<file path="src/rtl/vfir_pkg.sv">
`default_nettype none
// ============================================================================
// Module   : vfir_pkg
// Purpose  : Shared types and constants for the vector FIR sequencer:
//            SIMD ALU geometry, ALU opcodes and the controller state enum.
// Ports    : none (package)
// Revision : 1.0 - initial release
// ============================================================================
package vfir_pkg;

  // SIMD ALU geometry: 16 lanes of 16 bits.
  localparam int LANES = 16;
  localparam int LW    = 16;

  // ALU opcodes understood by the shared vector ALU.
  localparam logic [2:0] VADD = 3'b000;
  localparam logic [2:0] VSUB = 3'b001;
  localparam logic [2:0] VMUL = 3'b011;
  localparam logic [2:0] VROT = 3'b101;

  // Sequencer states; each tap walks FETCH -> MUL -> ACC -> ROT.
  typedef enum logic [2:0] {
    ST_IDLE  = 3'd0,
    ST_FETCH = 3'd1,
    ST_MUL   = 3'd2,
    ST_ACC   = 3'd3,
    ST_ROT   = 3'd4,
    ST_DONE  = 3'd5
  } state_t;

endpackage : vfir_pkg
`default_nettype wire

</file>
<file path="src/rtl/vfir_sequencer.sv">
`default_nettype none
// ============================================================================
// Module   : vfir_sequencer
// Purpose  : Multi-cycle controller computing one vector FIR output step on
//            the shared 256-bit SIMD ALU. Per tap: fetch coefficient vector,
//            multiply with the sample window, accumulate, rotate the window
//            by one lane.
// Ports    : clk, rst             - clock, synchronous active-high reset
//            i_start/i_ntaps/     - run request, tap count (clamped to
//            i_window               MAXTAPS) and sample window
//            o_coeff_rd/addr,     - coefficient memory read port (data one
//            i_coeff_data           cycle after the strobe)
//            o_alu_a/b/ctrl/      - ALU operand/opcode drive, valid while
//            o_alu_regsel,          busy; combinational result returns on
//            i_alu_result           i_alu_result
//            o_busy/o_done        - run in progress / completion pulse
//            o_result             - accumulator
// Revision : 1.0 - initial release
// ============================================================================
module vfir_sequencer #(
  parameter int LANES   = 16,
  parameter int LW      = 16,
  parameter int MAXTAPS = 16
) (
  input  logic                       clk,
  input  logic                       rst,
  input  logic                       i_start,
  input  logic [$clog2(MAXTAPS):0]   i_ntaps,
  input  logic [LANES*LW-1:0]        i_window,
  output logic                       o_coeff_rd,
  output logic [$clog2(MAXTAPS)-1:0] o_coeff_addr,
  input  logic [LANES*LW-1:0]        i_coeff_data,
  output logic [LANES*LW-1:0]        o_alu_a,
  output logic [LANES*LW-1:0]        o_alu_b,
  output logic [2:0]                 o_alu_ctrl,
  output logic                       o_alu_regsel,
  input  logic [LANES*LW-1:0]        i_alu_result,
  output logic                       o_busy,
  output logic                       o_done,
  output logic [LANES*LW-1:0]        o_result
);

  import vfir_pkg::*;

  localparam int VW = LANES * LW;
  localparam int AW = $clog2(MAXTAPS);
  localparam int NW = AW + 1;

  state_t          r_state;
  state_t          w_next;
  logic [NW-1:0]   r_ntaps;
  logic [NW-1:0]   r_k;
  logic [VW-1:0]   r_win;
  logic [VW-1:0]   r_prod;
  logic [VW-1:0]   r_acc;
  logic [NW-1:0]   w_ntaps_clamped;
  logic            w_last_tap;

  assign w_ntaps_clamped = (i_ntaps > NW'(MAXTAPS)) ? NW'(MAXTAPS) : i_ntaps;
  // r_k still holds the index of the tap being finished while in ROT.
  assign w_last_tap      = ((r_k + NW'(1)) == r_ntaps);
  assign o_result        = r_acc;

  // --------------------------------------------------------------------------
  // State register and datapath registers
  // --------------------------------------------------------------------------
  always_ff @(posedge clk) begin
    if (rst) begin
      r_state <= ST_IDLE;
      r_ntaps <= '0;
      r_k     <= '0;
      r_win   <= '0;
      r_prod  <= '0;
      r_acc   <= '0;
    end else begin
      r_state <= w_next;
      case (r_state)
        ST_IDLE: begin
          if (i_start) begin
            r_ntaps <= w_ntaps_clamped;
            r_win   <= i_window;
            r_acc   <= '0;
            r_k     <= '0;
          end
        end
        ST_MUL:  r_prod <= i_alu_result;
        ST_ACC:  r_acc  <= i_alu_result;
        ST_ROT: begin
          r_win <= i_alu_result;
          r_k   <= r_k + NW'(1);
        end
        default: ;
      endcase
    end
  end

  // --------------------------------------------------------------------------
  // Next-state and output decode
  // --------------------------------------------------------------------------
  always_comb begin
    w_next       = r_state;
    o_busy       = 1'b0;
    o_done       = 1'b0;
    o_coeff_rd   = 1'b0;
    o_coeff_addr = '0;
    o_alu_a      = '0;
    o_alu_b      = '0;
    o_alu_ctrl   = VADD;
    o_alu_regsel = 1'b0;

    case (r_state)
      ST_IDLE: begin
        if (i_start) begin
          w_next = (w_ntaps_clamped == '0) ? ST_DONE : ST_FETCH;
        end
      end
      ST_FETCH: begin
        o_busy       = 1'b1;
        o_coeff_rd   = 1'b1;
        o_coeff_addr = r_k[AW-1:0];
        w_next       = ST_MUL;
      end
      ST_MUL: begin
        // Coefficient data returns this cycle, one after the read strobe.
        o_busy       = 1'b1;
        o_alu_ctrl   = VMUL;
        o_alu_regsel = 1'b1;
        o_alu_a      = r_win;
        o_alu_b      = i_coeff_data;
        w_next       = ST_ACC;
      end
      ST_ACC: begin
        o_busy       = 1'b1;
        o_alu_ctrl   = VADD;
        o_alu_regsel = 1'b1;
        o_alu_a      = r_acc;
        o_alu_b      = r_prod;
        w_next       = ST_ROT;
      end
      ST_ROT: begin
        o_busy       = 1'b1;
        o_alu_ctrl   = VROT;
        o_alu_regsel = 1'b1;
        o_alu_a      = r_win;
        w_next       = w_last_tap ? ST_DONE : ST_FETCH;
      end
      ST_DONE: begin
        o_done = 1'b1;
        w_next = ST_IDLE;
      end
      default: w_next = ST_IDLE;
    endcase
  end

endmodule : vfir_sequencer
`default_nettype wire

</file>
<file path="config.mk">
export PLATFORM = sky130hd
export DESIGN_NAME = vfir_sequencer
export DESIGN_NICKNAME = d
export VERILOG_FILES = /design/src/rtl/vfir_pkg.sv /design/src/rtl/vfir_sequencer.sv
export SDC_FILE = /design/constraint.sdc
export NUM_CORES = 2
export LEC_CHECK = 0
export BUFFER_PORTS_ARGS = -buffer_cell sky130_fd_sc_hd__buf_4
export CELL_PAD_IN_SITES_DETAIL_PLACEMENT = 1
export CELL_PAD_IN_SITES_GLOBAL_PLACEMENT = 1
export CORE_AREA = 5 5 601 603
export DETAILED_ROUTE_END_ITERATION = 8
export DIE_AREA = 0 0 606 608
export PLACE_DENSITY = 0.4
export SETUP_SLACK_MARGIN = 0.5
export SLEW_MARGIN = 20
export SYNTH_ARGS = -nofsm -noshare
export SYNTH_HDL_FRONTEND = slang
export SYNTH_SLANG_ARGS = --single-unit
export TNS_END_PERCENT = 30
</file>
<file path="constraint.sdc">
create_clock -name clk -period 2.6 [get_ports clk]
set_clock_uncertainty 0.05 [all_clocks]
set_input_delay 0.13 -clock clk [delete_from_list [all_inputs] [get_ports clk]]
set_output_delay 0.13 -clock clk [all_outputs]
set_load 0.05 [all_outputs]
</file>
==> summary.md <==
| Metric | Value |
|---|---|
| Outcome | finished with violations |
| Failing checks | negative setup slack |
| Detailed-route wire length | 342 mm |
| Die area | 368000 sq um |
| Leak Pwr | 27.1 nW |
| Hpwl dp | 266 mm |
| Final hold viol count | 0 |
| Post-synthesis cell type count | 32 |
| Most frequent cells in the layout | 1406 x buf_4, 1030 x nand2_1, 778 x dfxtp_1 |
| Initial antenna violation count | 55 |
| Top achievable clock speed | 347 MHz |
| Post-Synth Adder-Cell Area | 0.0372% |
| Critical path's slowest cell | dfxtp_4 |
| Largest family of logic cells by synthesized area | compound AO/OA/AOI/OAI gates |
| Cells after Synth | 4104 |
| Post-synthesis simple-gate area fraction | 17.9% |
| Largest net degree at the start of global routing | 109 |
| Via count of the first global-routing pass | 44000 |
| CTS tree | yes |
| Clk slew on worst S/H paths | 0.06 ns |
| Worst hold-check path type | in2reg |
| Nets | 7059 |
| Syn Area/Cell | 8.20 sq um |
| Final setup fails | 509 |
| Startpoint Class | register |
| Met2 routed WL | 166 mm |
| GRT Overall Usage | 17.5% |
| Port Buffers | 1554 |
| Die width | 606 um |
| Total CTS buffers | 112 |
| Root Driver | clkbuf_16 |
| WL met3 | 22.7 mm |
| Gpl congestion | 0.908 |
| RSZ-0062 raised after global routing | true |
| Final Slew Violations | 0 |
| Worst-Skew Late Latency | 0.82 ns |
| Design area | 66900 sq um |
| Fin util | 18.9% |
| CP Capture Type | output pin |
| CP max FO | 29 |
| Avg WL per Cell | 30.7 um |
| Vias after detailed routing | 42900 |
| Mux cell area share after synthesis | 0% |
| Dpl cells | 10200 |
| Drt drc | 0 |
| Row count | 219 |
| Die Y-Extent | 608 um |
| Xor/xnor cell area share of the yosys netlist | 0.260% |
| PwrDens | 600 nW/um^2 |
| Area of the core | 355000 sq um |
| Largest stage delay, worst path | 0.37 ns |
| Starting Density | 9.49% |
| Worst Tran Pin Value | 0.832 ns |
| Final ANT Viol Nets | 0 |
| Max-cap violations | 0 |
| Placed inst area | 51800 sq um |
| Synth warn | 0 |
| Arr. time, crit path | 2.70 ns |
| #FFs+latches synth | 781 |
| Final setup TNS | -76.12 ns |
| DRT Pass-1 Iters | 5 |
| Slew Limit Headroom | 44.6% |
| Critical path type | reg2out |
| Congestion Overflow GR | 0 |
| Synth Area in Compound Gates | 29.8% |
| Longest Clk Path Bufs | 4 |
| I/O Pins | 1555 |
| Final period util | 111% |
| Initial DRC Count | 2943 |
| Met1 WL | 145 mm |
| Mapped Nets | 4881 |
| Num Clock Sinks | 781 |
| Final std cells w/o fill | 11100 |
| Commonest non-fill, non-tap cell in the layout | buf_4 |
| CP required | 2.42 ns |
| H-tree Lvls | 3 |
| Final worst slack | -0.278 ns |
| Highest metal used | met5 |
| Final min period | 2.88 ns |
| Global-route wire length before repair | 439 mm |
| Via density | 3.85 |
| Max IR drop VDD | 0.463 mV |
| Sequential area share after synthesis | 46.4% |
| Layout cells sized above 1 | 34.8% |
| Layout area overhead | 98.9% |
| Crit path cell chain | and3b_4 > buf_4 > buf_16 > buf_16 > a22o_1 > buf_4 |
| Mapped cell area | 33700 sq um |
cell usage after synthesis:
library cell,instances,area (sq um)
nor3_1,4,20.0
clkbuf_1,246,923
dfxtp_1,781,15600
xnor2_1,8,70.1
inv_1,1,3.75
xor2_1,2,17.5
nand4_1,1,6.26
a311oi_1,256,2240
buf_2,156,781
a2111oi_0,1,8.76
nor4_1,1,6.26
o21ai_0,3,15.0
nor2_1,521,1960
buf_4,11,82.6
and2_1,6,37.5
nand2_1,1031,3870
nand3b_1,6,45.0
buf_6,1,11.3
inv_2,1,3.75
a21oi_1,265,1330
a22o_1,512,4480
and3b_1,2,17.5
nor3b_1,1,7.51
buf_1,18,67.6
a221oi_1,1,8.76
nor4b_2,1,15.0
or3b_1,1,8.76
ha_1,1,12.5
nand3_1,2,10.0
or2_2,2,12.5
or3_1,3,18.8
a22oi_1,258,1940
final timing paths:
kind	from	endpoint	slack, ns	depth (start not counted)
setup / recovery	r_state[2]$_SDFFE_PP0P_	o_alu_b[185]	-0.28	6
hold / removal	i_window[246]	r_win[246]$_SDFFE_PP0P_	0.11	4
setup reg to reg	r_state[2]$_SDFFE_PP0P_	o_result[134]$_SDFFE_PP0P_	0.01	9
hold reg to reg	r_prod[160]$_SDFFE_PP0P_	r_prod[160]$_SDFFE_PP0P_	0.41	2
state kept, by name, indices dropped and copies added (netlist names):
| register | count |
|---|---|
| o_result | 256 |
| r_prod | 256 |
| r_win | 256 |
| r_k | 5 |
| r_ntaps | 5 |
| r_state | 3 |
worst max-delay path, delay by kind of cell, from the launching register on:
kind	cells	cell delay [ns]
AND/OR/NAND/NOR	1	0.31
buffers and inverters	4	0.87
AO/OA/AOI/OAI	1	0.23
flip-flops	1	0.37
timing repair:
action,4_1_cts,5_1_grt
cloned,32,17
buffers inserted,73,31
endpoints found under the setup margin,1099,1211
hold buffers,590,0
hold endpoints to repair,780,0
gates resized for setup,479,225
pin swaps,107,79
layout make-up:
type	instances	area, sq um
fillers	41500	288000
repair buffers	2496	24500
multi-input cells	2889	17200
flip-flops and latches	781	15600
well taps	4751	5940
clock buffers	164	3250
clock inverters	30	380
diodes	22	55.1
inverters	2	23.8
routing by layer:
layer | global-route usage [%] | vias up
li1 | - | 19100
met1 | 21.8 | 22000
met4 | 3.97 | 2
met3 | 4.23 | 285
met5 | 0 | -
met2 | 30.2 | 1428
power breakdown:
part	switching, mW	internal, mW
clock	6.41	9.37
sequential	0.673	12.7
combinational	6.74	4.26
total	13.8	26.3
logic make-up (layout without fill, tap and decap cells):
| group | count (synthesis) | count (layout) |
|---|---|---|
| simple gates | 1582 | 1582 |
| other cells | 0 | 22 |
| xor+xnor | 10 | 10 |
| fa+ha+maj | 1 | 1 |
| buf+inv | 434 | 2692 |
| compound gates | 1296 | 1296 |
| flops | 781 | 781 |
per-stage QoR:
| stage | setup WS, ns | hold slack, ns | power [mW] |
|---|---|---|---|
| after floorplan | 0.374 | 0.216 | 17.7 |
| after global placement | 0.319 | 0.352 | 22.5 |
| after detailed placement | 0.261 | 0.358 | 22.5 |
| after CTS | -0.403 | 0.0000185 | 40.6 |
| after global routing | -0.389 | 0.0556 | 41.8 |
| final | -0.278 | 0.107 | 40.2 |
No activity file was read; power rests on OpenSTA's default activity.
